## config.mk

```make
export PLATFORM = sky130hd
export DESIGN_NAME = domain_reg_arbiter
export DESIGN_NICKNAME = d
export VERILOG_FILES = /design/src/rtl/domain_reg_arbiter_pkg.sv /design/src/rtl/domain_reg_arbiter_bank.sv /design/src/rtl/domain_reg_arbiter.sv
export SDC_FILE = /design/constraint.sdc
export NUM_CORES = 1
export LEC_CHECK = 0
export CORE_ASPECT_RATIO = 1.1
export CORE_UTILIZATION = 37
export CTS_CLUSTER_SIZE = 10
export DETAILED_ROUTE_END_ITERATION = 12
export PLACE_DENSITY = 0.58
export SYNTH_ARGS = -nofsm -noshare
export SYNTH_HDL_FRONTEND = slang
export SYNTH_HIERARCHICAL = 1
export SYNTH_SLANG_ARGS = --single-unit
```

## constraint.sdc

```tcl
create_clock -name clk -period 2.1 [get_ports clk]
set_clock_uncertainty 0.05 [all_clocks]
set_input_delay 0.42 -clock clk [delete_from_list [all_inputs] [get_ports clk]]
set_output_delay 0.42 -clock clk [all_outputs]
set_load 0.01 [all_outputs]
```

## src/rtl/domain_reg_arbiter_pkg.sv

```systemverilog
// Shared definitions for the two-domain register-bank arbiter: FSM encodings,
// domain identifiers and the round-robin target selection.
package domain_reg_arbiter_pkg;

  typedef enum logic [1:0] {
    ARB_IDLE  = 2'd0,
    ARB_GRANT = 2'd1,
    ARB_SCRUB = 2'd2
  } arb_state_e;

  localparam logic DOM_NORMAL = 1'b0;
  localparam logic DOM_SECURE = 1'b1;

  // When both domains request, the one that did not hold the bank last wins.
  function automatic logic rr_target(input logic [1:0] val, input logic last);
    if (val == 2'b11) return ~last;
    return val[DOM_SECURE] ? DOM_SECURE : DOM_NORMAL;
  endfunction

  function automatic logic [1:0] dom_onehot(input logic dom);
    return dom ? 2'b10 : 2'b01;
  endfunction

endpackage

```

## src/rtl/domain_reg_arbiter_bank.sv

```systemverilog
// Shared register bank: one write port, one scrub-clear port (clear wins),
// registered read port. Contents are cleared by the asynchronous reset.
module domain_reg_bank #(
  parameter int p_nbits = 32,
  parameter int p_nregs = 4,
  parameter int p_aw    = $clog2(p_nregs)
) (
  input  logic               clk,
  input  logic               rst_n,
  input  logic               wen,
  input  logic [p_aw-1:0]    waddr,
  input  logic [p_nbits-1:0] wdata,
  input  logic               clr,
  input  logic [p_aw-1:0]    caddr,
  input  logic               ren,
  input  logic [p_aw-1:0]    raddr,
  output logic [p_nbits-1:0] rdata
);

  logic [p_nbits-1:0] mem [p_nregs];
  logic               rd_ok;

  generate
    if (p_nregs == (1 << p_aw)) begin : g_full
      assign rd_ok = 1'b1;
    end else begin : g_partial
      assign rd_ok = int'(raddr) < p_nregs;
    end
  endgenerate

  // NOTE: the bank is built from flops rather than a RAM macro because every
  // entry must clear on the asynchronous reset so no data survives into the
  // next owner's session; a RAM array cannot be reset this way.
  always_ff @(posedge clk or negedge rst_n) begin
    if (!rst_n) begin
      for (int i = 0; i < p_nregs; i++) mem[i] <= '0;
      rdata <= '0;
    end else begin
      // NOTE: non-blocking assignments keep every flop updating from the
      // pre-edge values, so the read below sees the old contents.
      for (int i = 0; i < p_nregs; i++) begin
        if (clr && caddr == p_aw'(i))      mem[i] <= '0;
        else if (wen && waddr == p_aw'(i)) mem[i] <= wdata;
      end
      // Idle read data is forced to zero so stale contents never linger.
      rdata <= (ren && rd_ok) ? mem[raddr] : '0;
    end
  end

endmodule

```

## src/rtl/domain_reg_arbiter.sv

```systemverilog
// Grants a shared register bank to a normal and a secure domain in turn,
// scrubbing every entry before ownership changes hands.
module domain_reg_arbiter
  import domain_reg_arbiter_pkg::*;
#(
  parameter  int p_nbits    = 32,
  parameter  int p_nregs    = 4,
  parameter  int p_hold_max = 8,
  localparam int AW         = $clog2(p_nregs)
) (
  input  logic               clk,
  input  logic               reset,
  input  logic               req0_val,
  input  logic               req0_wen,
  input  logic [AW-1:0]      req0_addr,
  input  logic [p_nbits-1:0] req0_wdata,
  output logic               req0_rdy,
  input  logic               req1_val,
  input  logic               req1_wen,
  input  logic [AW-1:0]      req1_addr,
  input  logic [p_nbits-1:0] req1_wdata,
  output logic               req1_rdy,
  output logic               resp_val,
  output logic [p_nbits-1:0] resp_rdata,
  output logic               owner,
  output logic               scrubbing
);

  localparam int              HW        = $clog2(p_hold_max + 1);
  localparam logic [HW-1:0]   HOLD_MAX  = HW'(p_hold_max);
  localparam logic [AW-1:0]   SIDX_LAST = AW'(p_nregs - 1);

  arb_state_e         state;
  logic               last;
  logic [HW-1:0]      hold;
  logic [AW-1:0]      sidx;
  logic [1:0]         rdy;

  logic [1:0]         val;
  logic               own_val;
  logic               oth_val;
  logic               own_wen;
  logic [AW-1:0]      own_addr;
  logic [p_nbits-1:0] own_wdata;
  logic               acc;
  logic [HW-1:0]      hold_inc;
  logic               exit_grant;
  logic               tgt;

  assign val = {req1_val, req0_val};

  // NOTE: every output of this block gets a value on every path, so no
  // latches are inferred.
  always_comb begin
    own_val    = val[owner];
    oth_val    = val[~owner];
    own_wen    = owner ? req1_wen   : req0_wen;
    own_addr   = owner ? req1_addr  : req0_addr;
    own_wdata  = owner ? req1_wdata : req0_wdata;
    acc        = rdy[owner] & own_val;
    hold_inc   = (acc && hold != HOLD_MAX) ? hold + 1'b1 : hold;
    // The hold limit counts the transaction accepted at this very edge, so
    // the grant ends right after the last permitted one.
    exit_grant = !own_val || (hold_inc == HOLD_MAX && oth_val);
    tgt        = rr_target(val, last);
  end

  always_ff @(posedge clk or negedge reset) begin
    if (!reset) begin
      state     <= ARB_IDLE;
      owner     <= DOM_NORMAL;
      last      <= DOM_NORMAL;
      hold      <= '0;
      sidx      <= '0;
      rdy       <= '0;
      resp_val  <= 1'b0;
      scrubbing <= 1'b0;
    end else begin
      resp_val <= acc & ~own_wen;
      case (state)
        ARB_IDLE: begin
          if (|val) begin
            if (tgt == owner) begin
              state <= ARB_GRANT;
              hold  <= '0;
              rdy   <= dom_onehot(owner);
            end else begin
              state     <= ARB_SCRUB;
              sidx      <= '0;
              scrubbing <= 1'b1;
            end
          end
        end
        ARB_GRANT: begin
          hold <= hold_inc;
          if (exit_grant) begin
            last <= owner;
            rdy  <= '0;
            if (oth_val) begin
              state     <= ARB_SCRUB;
              sidx      <= '0;
              scrubbing <= 1'b1;
            end else begin
              state <= ARB_IDLE;
            end
          end
        end
        ARB_SCRUB: begin
          if (sidx == SIDX_LAST) begin
            // Ownership flips only here, once every entry has been zeroed.
            owner     <= ~owner;
            sidx      <= '0;
            hold      <= '0;
            scrubbing <= 1'b0;
            if (oth_val) begin
              state <= ARB_GRANT;
              rdy   <= dom_onehot(~owner);
            end else begin
              state <= ARB_IDLE;
            end
          end else begin
            sidx <= sidx + 1'b1;
          end
        end
        default: state <= ARB_IDLE;
      endcase
    end
  end

  assign req0_rdy = rdy[DOM_NORMAL];
  assign req1_rdy = rdy[DOM_SECURE];

  domain_reg_bank #(
    .p_nbits(p_nbits),
    .p_nregs(p_nregs),
    .p_aw   (AW)
  ) u_bank (
    .clk  (clk),
    .rst_n(reset),
    .wen  (acc & own_wen),
    .waddr(own_addr),
    .wdata(own_wdata),
    .clr  (state == ARB_SCRUB),
    .caddr(sidx),
    .ren  (acc & ~own_wen),
    .raddr(own_addr),
    .rdata(resp_rdata)
  );

endmodule

```

==> flow_metrics.tcl <==
set metrics [dict create \
    status "finished clean" \
    io-pin-count 111 \
    timing.final.crit_share_pct 98.6 \
    synth_cells 870 \
    max_slew.worst_pin.slew_ps 529 \
    count_of_antenna_diodes_in_the_layout 0 \
    cts_sinks 174 \
    synth.distinct_cells 49 \
    hold_viol_final 0 \
    grt_setup_unrepaired "yes" \
    postLayoutCellArea_um2 11100 \
    postSynth.topFlopCell "dfrtp_1" \
    fp.dieW_um 145 \
    routed_wire_length_per_instance_um 17.1 \
    port_buffers 110 \
    slew_viol_final 0 \
    total_power_w 0.0124 \
    critical_path.endpoint_type "register" \
    power_frac_clock_pct 25.3 \
    grt_max_degree 54 \
    power.combinational.fraction_pct 33.7 \
    max-slew-margin-rel_pct 64.7 \
    ctsLongestPathBuffers 2 \
    power_density_nw_per_um2 1120 \
    grt_remaining_overflow 0 \
    antenna_left 0 \
    syn_to_final_growth_pct 32.2 \
    dieArea_um2 23200 \
    critical_path_required_ps 2360 \
    layout_min_cycle_time_ps 2070 \
    yosysSeqAreaShare_pct 52.0 \
    power.share.switching_pct 34.4 \
    max_clock_freq_mhz 483 \
    ys.warnings.count 6 \
    final_net_count 1104 \
    viasPerCell 5.03 \
    worst_ep_arrival_time_ps 2330 \
    finalWeightedCongestion 0.819 \
    dpl_worst_slack_ps -341 \
    route.detailed.drc 0 \
    type_of_element_launching_the_critical_path "register" \
    cts_root_buf "clkbuf_16" \
    synth_area_per_cell_um2 9.62 \
    grt_antenna_before_repair 0 \
    worst_path_clk_slew_ps 80 \
    finalSetupViolCount 0 \
    regToRegSetupSlack_ps 30 \
    power.ir.vdd_worst_mv 0.652 \
    place.detailed.hpwl_um 14500 \
    synth.cell_area_um2 8370 \
    static-leakage-power_nw 4.96 \
    drt_pass1_iterations 6 \
    initial_core_util_pct 37.8 \
    final_total_negative_setup_slack_ps 0 \
    worst-setup-path-type "register to register" \
    clock_buffers_created_by_tritoncts 17 \
    grt_pass1_wl_um 36700 \
    placed_cell_area_um2 10300 \
    net-switching-power_w 0.00427 \
    max_cap_viol_count 0 \
    timing.critical_path.fanout_max 5 \
    first_iter_violations 378 \
    share_seq_of_total_power_pct 41.0 \
    tritoncts "yes" \
    die_height_um 160 \
    fillCellCount 2097 \
    vias 6696 \
    timing.hold.worst.class "input pin to async pin" \
    postSynthNetCount 951 \
    ctsHtreeMaxLevel 4 \
    layout-drive-gt1-share_pct 17.3 \
    postSynth.asyncResetShare_pct 100 \
    power_report.internal_total_w 0.00814 \
    post-route-worst-setup-slack_ps 29.8 \
    floorplan.core_area_um2 22100 \
    grtUsageTotal_pct 20.2 \
    clkLatencyLatePin_ps 430 \
    drt_wl_total_um 22700 \
    ys_ff_latch 174 \
    edff_count_synth 0 \
    first_global_vias 6779 \
    rows 57 \
]
-- path summary, 6_finish.rpt --
path / start / cells after the start / end
hold / removal: reset / 2 / u_bank/rdata[16]$_DFF_PN0_
setup / recovery: hold[1]$_DFFE_PN0P_ / 8 / sidx[0]$_DFFE_PN0P_
hold reg to reg: u_bank/mem[80]$_DFFE_PN0P_ / 2 / u_bank/mem[80]$_DFFE_PN0P_
setup reg to reg: hold[1]$_DFFE_PN0P_ / 8 / sidx[0]$_DFFE_PN0P_
min in group clk: u_bank/mem[80]$_DFFE_PN0P_ / 2 / u_bank/mem[80]$_DFFE_PN0P_
max in group asynchronous: reset / 3 / u_bank/mem[92]$_DFFE_PN0P_
-- synthesized netlist by cell type, drive strengths merged, types with 2 or more instances --
cell / count / area, um^2
a21o: 2 / 15.0
a21oi: 132 / 664
a32o: 2 / 20.0
and3: 2 / 12.5
and3b: 3 / 26.3
buf: 40 / 225
clkbuf: 24 / 90.1
dfrtp: 174 / 4350
ha: 7 / 87.6
inv: 8 / 30.0
mux2: 39 / 443
mux2i: 72 / 721
nand2: 269 / 1010
nand2b: 7 / 43.8
nand3: 7 / 35.0
nand3b: 3 / 35.0
nand4b: 2 / 17.5
nor2: 8 / 30.0
nor2b: 2 / 12.5
nor3b: 3 / 27.5
o211ai: 2 / 20.0
o21ai: 14 / 73.8
o22ai: 32 / 200
xor2: 2 / 17.5
-- sequential cells by signal (all words and copies together), names as in the netlist --
signal	flops
resp_val	1
hold	4
sidx	2
u_bank/rdata	32
last	1
state	2
owner	1
rdy	2
u_bank/mem	128
scrubbing	1
-- routing by layer --
metal	share of wire, %	routed length, um	global-route usage (%)
met1	46	10400	26.9
met3	4.7	1070	3.34
met5	0	0	0
met4	1.4	326	6.03
met2	48	10900	33.9
-- stage by stage --
stage                     std cells  util [%]  hold slack, ps
after global routing           1331      50.0             482
after global placement         1289      46.7             365
after CTS                      1324      49.6             468
final                          1331      50.0             457
after detailed placement       1289      46.7             370
after floorplan                 870         -            74.4
-- cell type report --
| class | instances | area (um^2) | area share [%] |
|---|---|---|---|
| repair buffers | 198 | 1960 | 17.7 |
| multi-input cells | 624 | 3750 | 33.9 |
| flip-flops and latches | 174 | 4360 | 39.4 |
| inverters | 8 | 30.0 | 0.271 |
| clock inverters | 15 | 174 | 1.57 |
| well taps | 295 | 369 | 3.34 |
| clock buffers | 17 | 425 | 3.85 |
-- layout by cell type (no fill, tap or decap), types with 2 or more instances in the layout --
cell type / n
buf_4: 72
o22ai_1: 32
and3b_1: 3
o21ai_0: 7
inv_8: 3
mux2i_1: 72
buf_12: 15
nand4b_1: 2
nand3_1: 6
clkinv_8: 5
a21oi_1: 130
clkinv_4: 3
clkinvlp_4: 2
a32o_1: 2
inv_2: 2
clkbuf_16: 17
mux2_1: 2
ha_1: 6
o21ai_1: 6
dfrtp_1: 173
and3_1: 2
nor2_1: 6
mux2_2: 33
inv_1: 6
nand3b_1: 2
a21o_1: 2
mux2_4: 4
nor2b_1: 2
inv_6: 2
nand2_1: 268
a21oi_2: 2
nand2b_1: 6
clkdlybuf4s50_1: 108
xor2_1: 2
-- cells by family (layout without fill, tap and decap cells) --
logic type	count (synthesis)	count (layout)	share of synthesized area, %
xor+xnor	3	3	0.314
mux	111	111	13.9
simple gates	311	311	15.8
buf+inv	72	238	4.13
compound gates	192	192	12.8
flops	174	174	52.0
fa+ha+maj	7	7	1.05
-- what timing repair did --
action                     4_1_cts  5_1_grt
setup endpoints to repair        1        6
hold endpoints to repair        48        0
gates resized for setup          0       11
buffers inserted                 2        7
pin swaps                        0        5
hold buffers                     1        0
-- power groups by stage --
stage / clock, W / sequential (W) / combinational (W)
2_1_floorplan: 0 / 0.00505 / 0.00263
3_3_place_gp: 0 / 0.00512 / 0.00404
3_5_place_dp: 0 / 0.00516 / 0.00411
4_1_cts: 0.00321 / 0.00509 / 0.00415
5_1_grt: 0.00334 / 0.00524 / 0.00465
6_report: 0.00315 / 0.00508 / 0.00419
-- worst max-delay path, cell delays in order (launching register included) --
cell	delay [ps]
dfrtp_1	370
buf_4	160
ha_1	180
nand4b_1	160
buf_4	200
a31oi_4	210
o211ai_4	110
a21oi_2	200
mux2_4	310
Power figures use the tool's default switching activity.
